<file path="src/rtl/viz_frame_packer_if.sv">
// Bundle of the sample-capture inputs and the byte-stream handshake to uart_tx.
//   enable        capture enable
//   sample_tick   1-cycle pulse, audio_data valid
//   audio_data    signed 24-bit sample
//   tx_done       1-cycle pulse, current UART byte finished
//   uart_din      byte to transmit
//   uart_tx_start 1-cycle pulse launching uart_din
// The master modport is the packer side; slave is the environment (audio path + uart_tx).
interface viz_frame_packer_if;
  logic        enable;
  logic        sample_tick;
  logic [23:0] audio_data;
  logic        tx_done;
  logic [7:0]  uart_din;
  logic        uart_tx_start;

  modport master (
    input  enable,
    input  sample_tick,
    input  audio_data,
    input  tx_done,
    output uart_din,
    output uart_tx_start
  );

  modport slave (
    output enable,
    output sample_tick,
    output audio_data,
    output tx_done,
    input  uart_din,
    input  uart_tx_start
  );
endinterface

</file>
<file path="src/rtl/viz_frame_packer.sv">
// Decimates the scaled audio stream, buffers 16-bit truncated samples in a FIFO and streams
// framed packets (SYNC, seq, N x {MSB, LSB}, XOR checksum) to uart_tx one byte per tx_done.
//   clk          system clock
//   reset_n      synchronous active-low reset
//   bus          sample inputs and UART byte handshake (master side)
//   overflow_cnt kept samples dropped on a full FIFO, saturating
//   frame_active high from SYNC launch until the checksum byte's tx_done
module viz_frame_packer #(
  parameter int unsigned DECIM             = 4,
  parameter int unsigned FIFO_DEPTH        = 16,
  parameter int unsigned SAMPLES_PER_FRAME = 8,
  parameter logic [7:0]  SYNC_BYTE         = 8'hA5
) (
  input  logic               clk,
  input  logic               reset_n,
  viz_frame_packer_if.master bus,
  output logic [15:0]        overflow_cnt,
  output logic               frame_active
);

  localparam int unsigned DecimW = (DECIM > 1) ? $clog2(DECIM) : 1;
  localparam int unsigned PtrW   = (FIFO_DEPTH > 1) ? $clog2(FIFO_DEPTH) : 1;
  localparam int unsigned CntW   = PtrW + 1;
  localparam int unsigned SmpW   = $clog2(SAMPLES_PER_FRAME + 1);

  localparam logic [DecimW-1:0] DecimLast = DecimW'(DECIM - 1);
  localparam logic [CntW-1:0]   FifoFull  = CntW'(FIFO_DEPTH);
  localparam logic [CntW-1:0]   FrameN    = CntW'(SAMPLES_PER_FRAME);
  localparam logic [SmpW-1:0]   SmpLast   = SmpW'(SAMPLES_PER_FRAME);

  typedef enum logic [2:0] {StIdle, StSync, StSeq, StMsb, StLsb, StChk} state_e;

  state_e            state_q, state_d;
  logic [DecimW-1:0] decim_cnt_q, decim_cnt_d;
  logic [PtrW-1:0]   wr_ptr_q, wr_ptr_d;
  logic [PtrW-1:0]   rd_ptr_q, rd_ptr_d;
  logic [CntW-1:0]   count_q, count_d;
  logic [15:0]       ovf_q, ovf_d;
  logic [7:0]        din_q, din_d;
  logic              start_q, start_d;
  logic              active_q, active_d;
  logic [7:0]        seq_q, seq_d;
  logic [7:0]        chk_q, chk_d;
  logic [7:0]        lsb_q, lsb_d;
  logic [SmpW-1:0]   smp_cnt_q, smp_cnt_d;

  logic [15:0] mem_q [FIFO_DEPTH];
  logic [15:0] fifo_rdata;
  logic        tick_ok, keep, fifo_full, push, pop, drop, launch_msb;
  logic        unused_audio_lsb;

  // Truncation drops the low byte of every sample.
  assign unused_audio_lsb = ^bus.audio_data[7:0];

  assign fifo_rdata = mem_q[rd_ptr_q];
  assign fifo_full  = (count_q == FifoFull);

  // Decimation: only enabled ticks advance the phase counter.
  always_comb begin
    tick_ok     = bus.sample_tick && bus.enable;
    keep        = tick_ok && (decim_cnt_q == DecimLast);
    decim_cnt_d = decim_cnt_q;
    if (tick_ok) begin
      decim_cnt_d = keep ? '0 : decim_cnt_q + 1'b1;
    end
  end

  // Frame FSM. Every byte launch registers uart_din and a 1-cycle start pulse on the same edge
  // that advances the state, so uart_din holds until the matching tx_done.
  always_comb begin
    state_d    = state_q;
    din_d      = din_q;
    start_d    = 1'b0;
    active_d   = active_q;
    seq_d      = seq_q;
    chk_d      = chk_q;
    lsb_d      = lsb_q;
    smp_cnt_d  = smp_cnt_q;
    pop        = 1'b0;
    launch_msb = 1'b0;

    unique case (state_q)
      StIdle: begin
        if (count_q >= FrameN) begin
          state_d   = StSync;
          din_d     = SYNC_BYTE;
          start_d   = 1'b1;
          active_d  = 1'b1;
          smp_cnt_d = '0;
        end
      end
      StSync: begin
        if (bus.tx_done) begin
          state_d = StSeq;
          din_d   = seq_q;
          start_d = 1'b1;
          chk_d   = seq_q;
        end
      end
      StSeq: begin
        if (bus.tx_done) begin
          launch_msb = 1'b1;
        end
      end
      StMsb: begin
        if (bus.tx_done) begin
          state_d = StLsb;
          din_d   = lsb_q;
          start_d = 1'b1;
          chk_d   = chk_q ^ lsb_q;
        end
      end
      StLsb: begin
        if (bus.tx_done) begin
          if (smp_cnt_q == SmpLast) begin
            state_d = StChk;
            din_d   = chk_q;
            start_d = 1'b1;
          end else begin
            launch_msb = 1'b1;
          end
        end
      end
      StChk: begin
        if (bus.tx_done) begin
          state_d  = StIdle;
          active_d = 1'b0;
          seq_d    = seq_q + 8'd1;
        end
      end
      default: state_d = StIdle;
    endcase

    // The sample leaves the FIFO on the edge that launches its MSB; the LSB is parked until
    // the MSB completes. The frame-start count check guarantees the FIFO is non-empty here.
    if (launch_msb) begin
      state_d   = StMsb;
      pop       = 1'b1;
      din_d     = fifo_rdata[15:8];
      lsb_d     = fifo_rdata[7:0];
      start_d   = 1'b1;
      chk_d     = chk_q ^ fifo_rdata[15:8];
      smp_cnt_d = smp_cnt_q + 1'b1;
    end
  end

  // FIFO bookkeeping. A same-cycle pop frees the slot, so a push while full is still accepted.
  always_comb begin
    push     = keep && (!fifo_full || pop);
    drop     = keep && fifo_full && !pop;
    wr_ptr_d = push ? wr_ptr_q + 1'b1 : wr_ptr_q;
    rd_ptr_d = pop ? rd_ptr_q + 1'b1 : rd_ptr_q;
    unique case ({push, pop})
      2'b10:   count_d = count_q + 1'b1;
      2'b01:   count_d = count_q - 1'b1;
      default: count_d = count_q;
    endcase
    ovf_d = ovf_q;
    if (drop && (ovf_q != 16'hFFFF)) begin
      ovf_d = ovf_q + 16'd1;
    end
  end

  always_ff @(posedge clk) begin
    if (!reset_n) begin
      state_q     <= StIdle;
      decim_cnt_q <= '0;
      wr_ptr_q    <= '0;
      rd_ptr_q    <= '0;
      count_q     <= '0;
      ovf_q       <= '0;
      din_q       <= '0;
      start_q     <= 1'b0;
      active_q    <= 1'b0;
      seq_q       <= '0;
      chk_q       <= '0;
      lsb_q       <= '0;
      smp_cnt_q   <= '0;
    end else begin
      state_q     <= state_d;
      decim_cnt_q <= decim_cnt_d;
      wr_ptr_q    <= wr_ptr_d;
      rd_ptr_q    <= rd_ptr_d;
      count_q     <= count_d;
      ovf_q       <= ovf_d;
      din_q       <= din_d;
      start_q     <= start_d;
      active_q    <= active_d;
      seq_q       <= seq_d;
      chk_q       <= chk_d;
      lsb_q       <= lsb_d;
      smp_cnt_q   <= smp_cnt_d;
    end
  end

  // Storage needs no reset; the pointers define what is valid.
  always_ff @(posedge clk) begin
    if (push) begin
      mem_q[wr_ptr_q] <= bus.audio_data[23:8];
    end
  end

  assign bus.uart_din      = din_q;
  assign bus.uart_tx_start = start_q;
  assign overflow_cnt      = ovf_q;
  assign frame_active      = active_q;

endmodule

</file>
<file path="src/flat_wrapper.sv">
// flat-port wrapper written by rule: the top's interface ports become plain ports
module viz_frame_packer_flat 
#(
  parameter int unsigned DECIM             = 4,
  parameter int unsigned FIFO_DEPTH        = 16,
  parameter int unsigned SAMPLES_PER_FRAME = 8,
  parameter logic [7:0]  SYNC_BYTE         = 8'hA5
)
  (clk, reset_n, overflow_cnt, frame_active, bus_enable, bus_sample_tick, bus_audio_data, bus_tx_done, bus_uart_din, bus_uart_tx_start);
  viz_frame_packer_if bus_i ();
  input  logic clk;
  input  logic reset_n;
  output logic [15:0] overflow_cnt;
  output logic frame_active;
  input wire logic [$bits(bus_i.enable)-1:0] bus_enable;
  input wire logic [$bits(bus_i.sample_tick)-1:0] bus_sample_tick;
  input wire logic [$bits(bus_i.audio_data)-1:0] bus_audio_data;
  input wire logic [$bits(bus_i.tx_done)-1:0] bus_tx_done;
  output wire logic [$bits(bus_i.uart_din)-1:0] bus_uart_din;
  output wire logic [$bits(bus_i.uart_tx_start)-1:0] bus_uart_tx_start;
  assign bus_i.enable = bus_enable;
  assign bus_i.sample_tick = bus_sample_tick;
  assign bus_i.audio_data = bus_audio_data;
  assign bus_i.tx_done = bus_tx_done;
  assign bus_uart_din = bus_i.uart_din;
  assign bus_uart_tx_start = bus_i.uart_tx_start;
  viz_frame_packer #(.DECIM(DECIM), .FIFO_DEPTH(FIFO_DEPTH), .SAMPLES_PER_FRAME(SAMPLES_PER_FRAME), .SYNC_BYTE(SYNC_BYTE)) u_core (.clk(clk), .reset_n(reset_n), .bus(bus_i), .overflow_cnt(overflow_cnt), .frame_active(frame_active));
endmodule
</file>
<file path="config.mk">
export PLATFORM = sky130hd
export DESIGN_NAME = viz_frame_packer_flat
export DESIGN_NICKNAME = d
export VERILOG_FILES = /design/src/rtl/viz_frame_packer_if.sv /design/src/rtl/viz_frame_packer.sv /design/src/flat_wrapper.sv
export SDC_FILE = /design/constraint.sdc
export NUM_CORES = 1
export LEC_CHECK = 0
export ABC_CLOCK_PERIOD_IN_PS = 5600
export CAP_MARGIN = 20
export CELL_PAD_IN_SITES_DETAIL_PLACEMENT = 0
export CELL_PAD_IN_SITES_GLOBAL_PLACEMENT = 1
export CORE_MARGIN = 3
export CORE_UTILIZATION = 50
export CTS_CLUSTER_SIZE = 12
export DETAILED_ROUTE_END_ITERATION = 16
export GPL_ROUTABILITY_DRIVEN = 0
export PLACE_DENSITY = 0.77
export SETUP_SLACK_MARGIN = 0.2
export SKIP_LAST_GASP = 1
export SLEW_MARGIN = 40
export SYNTH_ARGS = -nofsm -noshare
export SYNTH_HDL_FRONTEND = slang
export SYNTH_SLANG_ARGS = --single-unit
</file>
<file path="constraint.sdc">
create_clock -name clk -period 5.6 [get_ports clk]
set_clock_uncertainty 0.2 [all_clocks]
set_input_delay 1.12 -clock clk [delete_from_list [all_inputs] [get_ports clk]]
set_output_delay 1.12 -clock clk [all_outputs]
set_load 0.005 [all_outputs]
</file>
==> impl_results.md, run 1 <==
* Max incr delay on CP at 840 ps
* Fraction of the mapped netlist area in simple logic gates at 0.07913
* Total power at 0.004917 W
* Crit path cell chain: clkdlybuf4s50_1 -> nor4bb_1 -> o21ba_1 -> a21oi_1 -> nand2_1 -> nor2_2 -> buf_4
* Startpoint Class: input port
* Min Tclk post-route at 4090 ps
* Worst Hold Class: flip-flop to flip-flop
* Hold Crit Depth at 2
* Starting Density at 0.5148
* PD cells at 316.3 nW/um2
* CTS root buf: clkbuf_16
* Area of the core at 26350 um2
* Worst Setup End Kind: flip-flop
* Post-Syn Area at 13570 um2
* Worst relative slew slack at 0.4631
* Outcome: complete, no violations
* Post-synth EDFFs at 256
* Fin. max-slew vios at 0
* Crit path buf inv count at 2
* Tot GR Track Use at 0.2018
* Worst skew pair latency at 520 ps
* Max frequency at 244.5 MHz
* Crit Path Class: input port to flip-flop
* GRT Residual Overflow at 0
* Vias in the first global route at 7417
* Most frequent cells in the layout: edfxtp_1 (256), dfxtp_1 (72), mux4_2 (68)
* Post-Syn Nets at 907
* RSZ-0062 raised after global routing: no
* Clock slew at reported path FFs at 60 ps
* Drt drc at 0
* I/O pin count at 55
* Pleak at 4.881 nW
* FF-to-FF path depth at 6
* Fraction of registers with async set/reset at 0
* Syn_area_per_cell at 15.67 um2
* Final hold violation count at 0
* Period utilization at 0.7303
* DR pass1 iterations at 4
* Crit-path max FO at 15
* Cells resized by post-CTS repair at 0
* Largest net degree at the start of global routing at 59
* Worst vdd ir at 254.6 uV
* Reg2reg setup slack at 2240 ps
* Final setup vio count at 0
* Fraction of synthesized area in multiplexers at 0.1360
* Worst Path Required at 5610 ps
* Predominant post-synthesis flop cell: edfxtp_1
* Core Rows at 59
* Ant diodes at 0
* Sum Neg Setup Slack at 0 ps
* CTS sink count at 332
* Die Ht at 170.7 um
* Adder-cell share of the synthesized area at 0.01107
* Initial drt markers at 848
* Share of cells above drive strength 1 at 0.1765
* Via count at 7685
* Synth warn at 0
* Critical path depth at 7
* Die width at 170.7 um
* Total Wirelength at 28.72 mm
* Top cell family by delay on the critical path: buffers and inverters
* Die footprint at 29150 um2
* ANT nets after route at 0
* XOR/XNOR share of the synthesized area at 0.01162
* WP data arrival at 4100 ps
* Most common cell after layout, fill and taps aside: edfxtp_1
* TritonCTS clock tree: built
* Layout Area Growth over Synthesis at 14.57%
* Fill cells at 2006
* MaxCap Viol Count at 0
* CTS hold repair buffers at 0
* Compound-Gate Fraction of Synth Area at 0.06382
* DPL Wire Length at 17.06 mm
* H-tree depth at 2
* Sequential share of the synthesized area at 0.6788
* #FFs+latches synth at 332
* First-pass GRT wire length at 44.59 mm
* Total CTS buffers at 35
* Buffers added on ports at 46
* Gate Count Post-Synth at 866
* Distinct cells, synth at 56
* Worst-Margin Slew at 805.4 ps
* Setup Fix Bufs, Post-CTS at 0
* Vias per cell at 5.999
* Worst path slowest cell: clkdlybuf4s50_1
* Initial antenna violation count at 0
* Main combinational cell family by area after synthesis: multiplexers
* Wire per inst at 22.42 um
* CTS max path bufs at 3
* Final #Nets at 969
## synth_stat cells, types with 2 or more instances
library cell | count | area [um2]
buf_2 | 11 | 55.05
mux2i_1 | 13 | 130.1
inv_1 | 13 | 48.80
mux4_1 | 7 | 183.9
a211oi_1 | 9 | 67.56
and3b_1 | 2 | 17.52
o32ai_1 | 4 | 35.03
dfxtp_1 | 76 | 1521
a31oi_1 | 8 | 50.05
mux4_2 | 68 | 1531
or2_2 | 2 | 12.51
nand2b_1 | 9 | 56.30
nor3b_1 | 2 | 15.01
nand2_1 | 59 | 221.5
xnor2_1 | 9 | 78.83
nand3_1 | 24 | 120.1
and3_1 | 9 | 56.30
and4_1 | 2 | 17.52
nor3_1 | 12 | 60.06
ha_1 | 12 | 150.1
or3_1 | 21 | 131.4
edfxtp_1 | 256 | 7687
a221oi_1 | 3 | 26.28
nor4_1 | 3 | 18.77
buf_1 | 4 | 15.01
buf_4 | 2 | 15.01
a21oi_1 | 41 | 205.2
o311ai_0 | 4 | 35.03
clkbuf_1 | 28 | 105.1
o21ai_0 | 16 | 80.08
o211ai_1 | 3 | 22.52
o21a_1 | 4 | 30.03
and2_1 | 2 | 12.51
a22oi_1 | 12 | 90.09
o21ai_1 | 18 | 90.09
nand3b_1 | 2 | 15.01
nor2_1 | 53 | 198.9
xor2_1 | 9 | 78.83
nand4_1 | 7 | 43.79
a2111oi_0 | 3 | 26.28
buf_6 | 2 | 22.52
nor2b_1 | 6 | 37.54
a2111oi_1 | 3 | 30.03
## through the flow
step | hold WS, ps | setup WS (ps) | instance area (um2) | cells | utilization
final | 268.0 | 1510 | 15540 | 1281 | 0.5898
after global placement | 247.8 | 914.9 | 14480 | 1225 | 0.5494
after detailed placement | 261.2 | 919.5 | 14500 | 1226 | 0.5503
after CTS | 271.9 | 1459 | 15540 | 1281 | 0.5898
after floorplan | 240.0 | 1498 | 13570 | 866 | -
after global routing | 298.2 | 1175 | 15540 | 1281 | 0.5898
## layer usage
layer,part of all wire,GRT usage,vias up
li1,-,-,3534
met1,0.45,0.2958,3906
met2,0.49,0.3223,204
met3,0.048,0.02911,41
met4,0.018,0.05432,0
met5,0,0,-
## worst reg2reg max path: cells and delay by family, from the launching register on
family | cells | cell delay (ps)
AOI/OAI and AO/OA | 2 | 630
DFF | 1 | 780
buffers and inverters | 1 | 330
and+or+nand+nor | 3 | 1110
## cell families (layout without fill, tap and decap cells)
family                     after synthesis  in the layout
and+or+nand+nor                        219            219
muxes                                   88             88
buffers and inverters                   61            141
adders and majority gates               12             12
AOI/OAI and AO/OA                      136            136
xor gates and xnor gates                18             18
DFF                                    332            332
## flip-flops by register name (all words and copies together), names as in the netlist, 2 cells and up, named ones only
register,count
u_core.smp_cnt_q,4
u_core.state_q,3
u_core.count_q,5
u_core.bus.uart_din,8
u_core.seq_q,8
u_core.lsb_q,8
u_core.decim_cnt_q,2
u_core.mem_q,256
u_core.chk_q,8
u_core.wr_ptr_q,4
u_core.rd_ptr_q,4
u_core.overflow_cnt,16
## layout make-up
class	count	area, um2	share of cell area
clock inverter	10	105.1	0.006762
multi-input combinational	473	4146	0.2668
timing repair buffer	72	668.1	0.04298
clock buffer	45	933.4	0.06005
inverter	14	55.05	0.003542
tap	335	419.2	0.02697
sequential	332	9216	0.5929
## final timing paths
| path | from | endpoint |
|---|---|---|
| worst min-delay path | u_core.frame_active | u_core.frame_active |
| worst max register to register | u_core.state_q[1] | u_core.mem_q[10][11] |
| worst max-delay path | bus_tx_done | u_core.mem_q[10][11] |
| worst min register to register | u_core.frame_active | u_core.frame_active |
## power breakdown
part | switching (W) | leakage, nW | internal, W | total [W]
clock network | 0.000924 | 0.510 | 0.00123 | 0.00215
registers | 0.00000982 | 2.91 | 0.00266 | 0.00267
logic | 0.0000585 | 1.46 | 0.0000390 | 0.0000975
total | 0.000992 | 4.88 | 0.00392 | 0.00492
(Power assumes the default switching activity.)
==> run 2: changes to the inputs <==
- ABC_CLOCK_PERIOD_IN_PS: 5600 -> 3700
- CORE_UTILIZATION: 50 -> 47
- PLACE_DENSITY: 0.77 -> 0.76
- clock period: 5.6 -> 3.7 ns (I/O delays scaled with it)
==> impl_results.md, run 2 (synthesized netlist as in run 1, its figures left out) <==
* CTS max path bufs at 3
* Drt drc at 0
* CTS sink count at 332
* WP data arrival at 3070 ps
* First-pass GRT wire length at 45.87 mm
* Worst Path Required at 3890 ps
* Final hold violation count at 0
* PD cells at 468.9 nW/um2
* Max frequency at 346.8 MHz
* ANT nets after route at 0
* Core Rows at 61
* Max reg flops at 256
* Total CTS buffers at 36
* Final setup vio count at 0
* Fill cells at 2246
* Startpoint Class: flip-flop
* TritonCTS clock tree: built
* Placed cell count at 1288
* Most frequent cells in the layout: edfxtp_1 (256), dfxtp_1 (73), mux4_2 (68)
* MaxCap Viol Count at 0
* Largest Register: u_core.mem_q
* Min Tclk post-route at 2884 ps
* Clock slew at reported path FFs at 60 ps
* DPL Wire Length at 18.31 mm
* Worst Setup End Kind: flip-flop
* Cells resized by post-CTS repair at 0
* Period utilization at 0.7794
* Hold Crit Depth at 2
* Outcome: complete, no violations
* GRT Residual Overflow at 0
* CTS root buf: clkbuf_16
* Fin. max-slew vios at 0
* Die footprint at 30940 um2
* Buffers added on ports at 46
* Pleak at 5.006 nW
* Initial drt markers at 779
* H-tree depth at 2
* Via count at 7783
* Total Wirelength at 29.04 mm
* Worst-Margin Slew at 787.6 ps
* Worst skew pair latency at 510 ps
* Ant diodes at 0
* Wire per inst at 21.51 um
* Most common cell after layout, fill and taps aside: edfxtp_1
* Area of the core at 28090 um2
* Vias in the first global route at 7801
* Die Ht at 175.9 um
* Worst relative slew slack at 0.4749
* Starting Density at 0.4830
* Die width at 175.9 um
* Hold path start: u_core.decim_cnt_q[1]
* DR pass1 iterations at 6
* Final #Nets at 990
* Crit-path max FO at 20
* Multi-input gate area at 4164 um2
* Vias per cell at 5.765
* RSZ-0062 raised after global routing: no
* Register area at 9215 um2
* I/O pin count at 55
* FF-to-FF path depth at 5
* Crit Path Class: flip-flop to flip-flop
* Largest net degree at the start of global routing at 43
* Hold EP: u_core.decim_cnt_q[1]
* Layout Area Growth over Synthesis at 17.38%
* Initial antenna violation count at 0
* Worst Hold Class: flip-flop to flip-flop
* Setup Fix Bufs, Post-CTS at 0
* Worst vdd ir at 336.8 uV
* Tot GR Track Use at 0.1930
* R2r endpoint: u_core.chk_q[6]
* Reg2reg setup slack at 820 ps
* Share of cells above drive strength 1 at 0.1914
* Finished Layout Cells at 1350
* Sum Neg Setup Slack at 0 ps
* CTS hold repair buffers at 0
## run 2: changes by cell type in the layout (fill, tap and decap cells not counted), sizes merged
cell      before  now
clkinvlp       0    1
clkbuf        45   49
buf           26   46
inv           17   16
clkinv         6    8
## run 2: how the worst max path moves through the flow
stage	startpoint	endpoint	slack (ps)	cells after the start
2_1_floorplan	bus_tx_done	u_core.mem_q[12][0]	400	7
3_3_place_gp	bus_tx_done	u_core.mem_q[7][1]	330	6
3_5_place_dp	bus_tx_done	u_core.mem_q[7][1]	300	6
4_1_cts	flip-flop	u_core.chk_q[6]	780	5
5_1_grt	flip-flop	u_core.chk_q[5]	600	6
6_report	flip-flop	u_core.chk_q[6]	820	5
## run 2: critical path: stages, from the launching register on
cell and delay, ps:
dfxtp_2 750, mux4_1 630, mux4_2 570, nand2_1 140, a221oi_1 90, a2111oi_1 370
## run 2: per-stage QoR
step	hold WS, ps	setup WS [ps]	total power (W)	utilization	instance area (um2)
global placement	252.7	327.1	0.004266	0.5283	14840
floorplan	240.0	400.7	0.004175	-	13590
detailed placement	258.1	299.0	0.004269	0.5283	14840
CTS	266.4	783.8	0.007553	0.5667	15920
global route	289.0	596.3	0.007722	0.5670	15920
finish	264.4	816.1	0.007467	0.5670	15920
## run 2: where the power goes
part	internal [W]	total (W)	switching, W	leakage, nW
sequential	0.00402	0.00404	0.0000141	2.91
combinational	0.0000622	0.000152	0.0000901	1.57
clock	0.00194	0.00328	0.00134	0.523
total	0.00602	0.00747	0.00144	5.01
## run 2: layout make-up
| class | count | area share |
|---|---|---|
| repair buffers | 92 | 0.05909 |
| clock buffers | 49 | 0.06223 |
| clock inverters | 12 | 0.005500 |
| flip-flops and latches | 332 | 0.5787 |
| well taps | 378 | 0.02970 |
| inverters | 14 | 0.003300 |
| multi-input cells | 473 | 0.2615 |
## run 2: metal layers
metal  global-route usage  share of wire  up-vias
met5                    0              0        -
met1               0.2737           0.43     3915
li1                     -              -     3593
met4              0.05279          0.021        0
met2               0.3148           0.49      226
met3              0.03026          0.055       49
==> run 3: changes to the inputs <==
- ABC_CLOCK_PERIOD_IN_PS: 3700 -> 2750
- CORE_UTILIZATION: 47 -> 50
- PLACE_DENSITY: 0.76 -> 0.77
- clock period: 3.7 -> 2.75 ns (I/O delays scaled with it)
==> impl_results.md, run 3 (synthesized netlist as in run 1, its figures left out) <==
* GRT Residual Overflow at 0
* Sw Share at 0.1993
* DR pass1 iterations at 9
* Largest Register: u_core.mem_q
* Share of cells above drive strength 1 at 0.2409
* Final instance area at 16510 um2
* RSZ-0062 raised after global routing: yes
* Sw Pwr at 0.001982 W
* Worst Path Required at 2950 ps
* MaxCap Viol Count at 0
* Die width at 170.7 um
* Pleak at 5.221 nW
* Buffers added on ports at 46
* Total Wirelength at 30.50 mm
* Period utilization at 0.9072
* Fin. max-slew vios at 0
* Worst relative slew slack at 0.5988
* Drt drc at 0
* I/O pin count at 55
* Most common cell after layout, fill and taps aside: edfxtp_1
* Final hold violation count at 0
* Max reg flops at 256
* Final core occ at 0.6265
* Initial antenna violation count at 0
* Startpoint Class: flip-flop
* Worst path slowest cell: mux4_2
* CTS sink count at 332
* CTS max path bufs at 3
* Vias in the first global route at 8268
* Min Tclk post-route at 2495 ps
* CTS root buf: clkbuf_16
* Placed cell count at 1265
* First-pass GRT wire length at 47.89 mm
* Top cell family by delay on the critical path: multiplexers
* Hold_ws at 275.0 ps
* Total power at 0.009943 W
* Layout Area Growth over Synthesis at 21.69%
* Worst vdd ir at 594.3 uV
* Starting Density at 0.5148
* PD cells at 602.2 nW/um2
* Dpl cell area at 15330 um2
* Die footprint at 29150 um2
* Initial drt markers at 616
* Largest net degree at the start of global routing at 42
* Most frequent cells in the layout: edfxtp_1 (256), mux4_2 (73), dfxtp_1 (71)
* Ant diodes at 0
* Crit-path max FO at 7
* Finished Layout Cells at 1327
* Area of the core at 26350 um2
* Max frequency at 400.8 MHz
* Core Rows at 59
* Clk network pwr share at 0.431
* Worst Setup End Kind: flip-flop
* Vias per cell at 6.067
* ANT nets after route at 0
* Most used cell, CP: mux4_2
* Max incr delay on CP at 580 ps
* Final #Nets at 1016
* Crit path cell chain: buf_12 -> mux4_2 -> mux4_2 -> nand2_2 -> a221oi_2 -> a2111oi_2
* Via count at 8051
* Worst-Margin Slew at 601.7 ps
* Int Pwr at 0.007961 W
* DPL Wire Length at 18.87 mm
* Tot GR Track Use at 0.2157
* Total CTS buffers at 36
* Crit path buf inv count at 1
* Worst Hold Class: flip-flop to flip-flop
* Die Ht at 170.7 um
* H-tree depth at 2
* Wire per inst at 22.98 um
* TritonCTS clock tree: built
* Clock slew at reported path FFs at 60 ps
* Outcome: complete, no violations
* Crit Path Class: flip-flop to flip-flop
* Final setup vio count at 0
* WP data arrival at 2700 ps
* Worst skew pair latency at 530 ps
* Seq pwr share at 0.546
* Logic pwr share at 0.023
run 3: changes by cell type in the layout (fill, tap and decap cells not counted), sizes merged:
| cell | before | now |
|---|---|---|
| clkbuf | 49 | 48 |
| buf | 46 | 72 |
| bufinv | 1 | 0 |
| clkinv | 8 | 6 |
| dlygate4sd2 | 0 | 1 |
| clkinvlp | 1 | 0 |
| inv | 16 | 15 |
| clkdlybuf4s50 | 46 | 45 |
run 3: path summary, 6_finish.rpt:
| kind | depth (start not counted) | slack (ps) | startpoint | to |
|---|---|---|---|---|
| max | 6 | 260 | flip-flop | u_core.chk_q[6] |
| min | 2 | 270 | u_core.frame_active | u_core.frame_active |
| max reg2reg | 6 | 260 | flip-flop | u_core.chk_q[6] |
| min reg2reg | 2 | 270 | u_core.frame_active | u_core.frame_active |
run 3: per-stage QoR:
step / setup WS, ps / TNS, ps
after floorplan: 34.85 / 0
after global placement: -303.1 / -54960
after detailed placement: -398.4 / -75110
after CTS: 216.8 / 0
after global routing: 173.5 / 0
final: 255.2 / 0
run 3: per-layer routing:
metal  global-route usage  vias up  wire, um
li1                     -     3634         -
met1               0.2935     4083     12400
met2               0.3665      284     15660
met3              0.02819       50      1738
met4              0.06737        0       700
met5                    0        -         0
run 3: power groups by stage:
| stage | Combinational [W] | Sequential [W] | Clock (W) |
|---|---|---|---|
| 5_1_grt | 0.000248 | 0.00543 | 0.00459 |
| 4_1_cts | 0.000220 | 0.00543 | 0.00439 |
| 3_3_place_gp | 0.000209 | 0.00553 | 0 |
| 3_5_place_dp | 0.000220 | 0.00553 | 0 |
| 6_report | 0.000225 | 0.00543 | 0.00429 |
| 2_1_floorplan | 0.0000915 | 0.00553 | 0 |
run 3: what timing repair did:
item	in CTS	in global routing
hold buffers	0	0
resized for setup	9	20
buffers inserted	2	4
pin swaps	5	8
setup endpoints to repair	97	6
gates cloned	1	0
run 3: tightest hold or removal path: cells and delay by family (launching register included):
| family | cells | cell delay [ps] |
|---|---|---|
| flops | 1 | 310 |
| compound gates | 1 | 60 |
| simple gates | 1 | 70 |
run 3: cell type report:
| cell class | count | area (um2) |
|---|---|---|
| Tap cell | 335 | 419.2 |
| Clock inverter | 7 | 87.58 |
| Inverter | 14 | 52.55 |
| Timing Repair Buffer | 118 | 1414 |
| Sequential cell | 332 | 9220 |
| Multi-Input combinational cell | 473 | 4360 |
| Fill cell | 1846 | 9844 |
| Clock buffer | 48 | 955.9 |
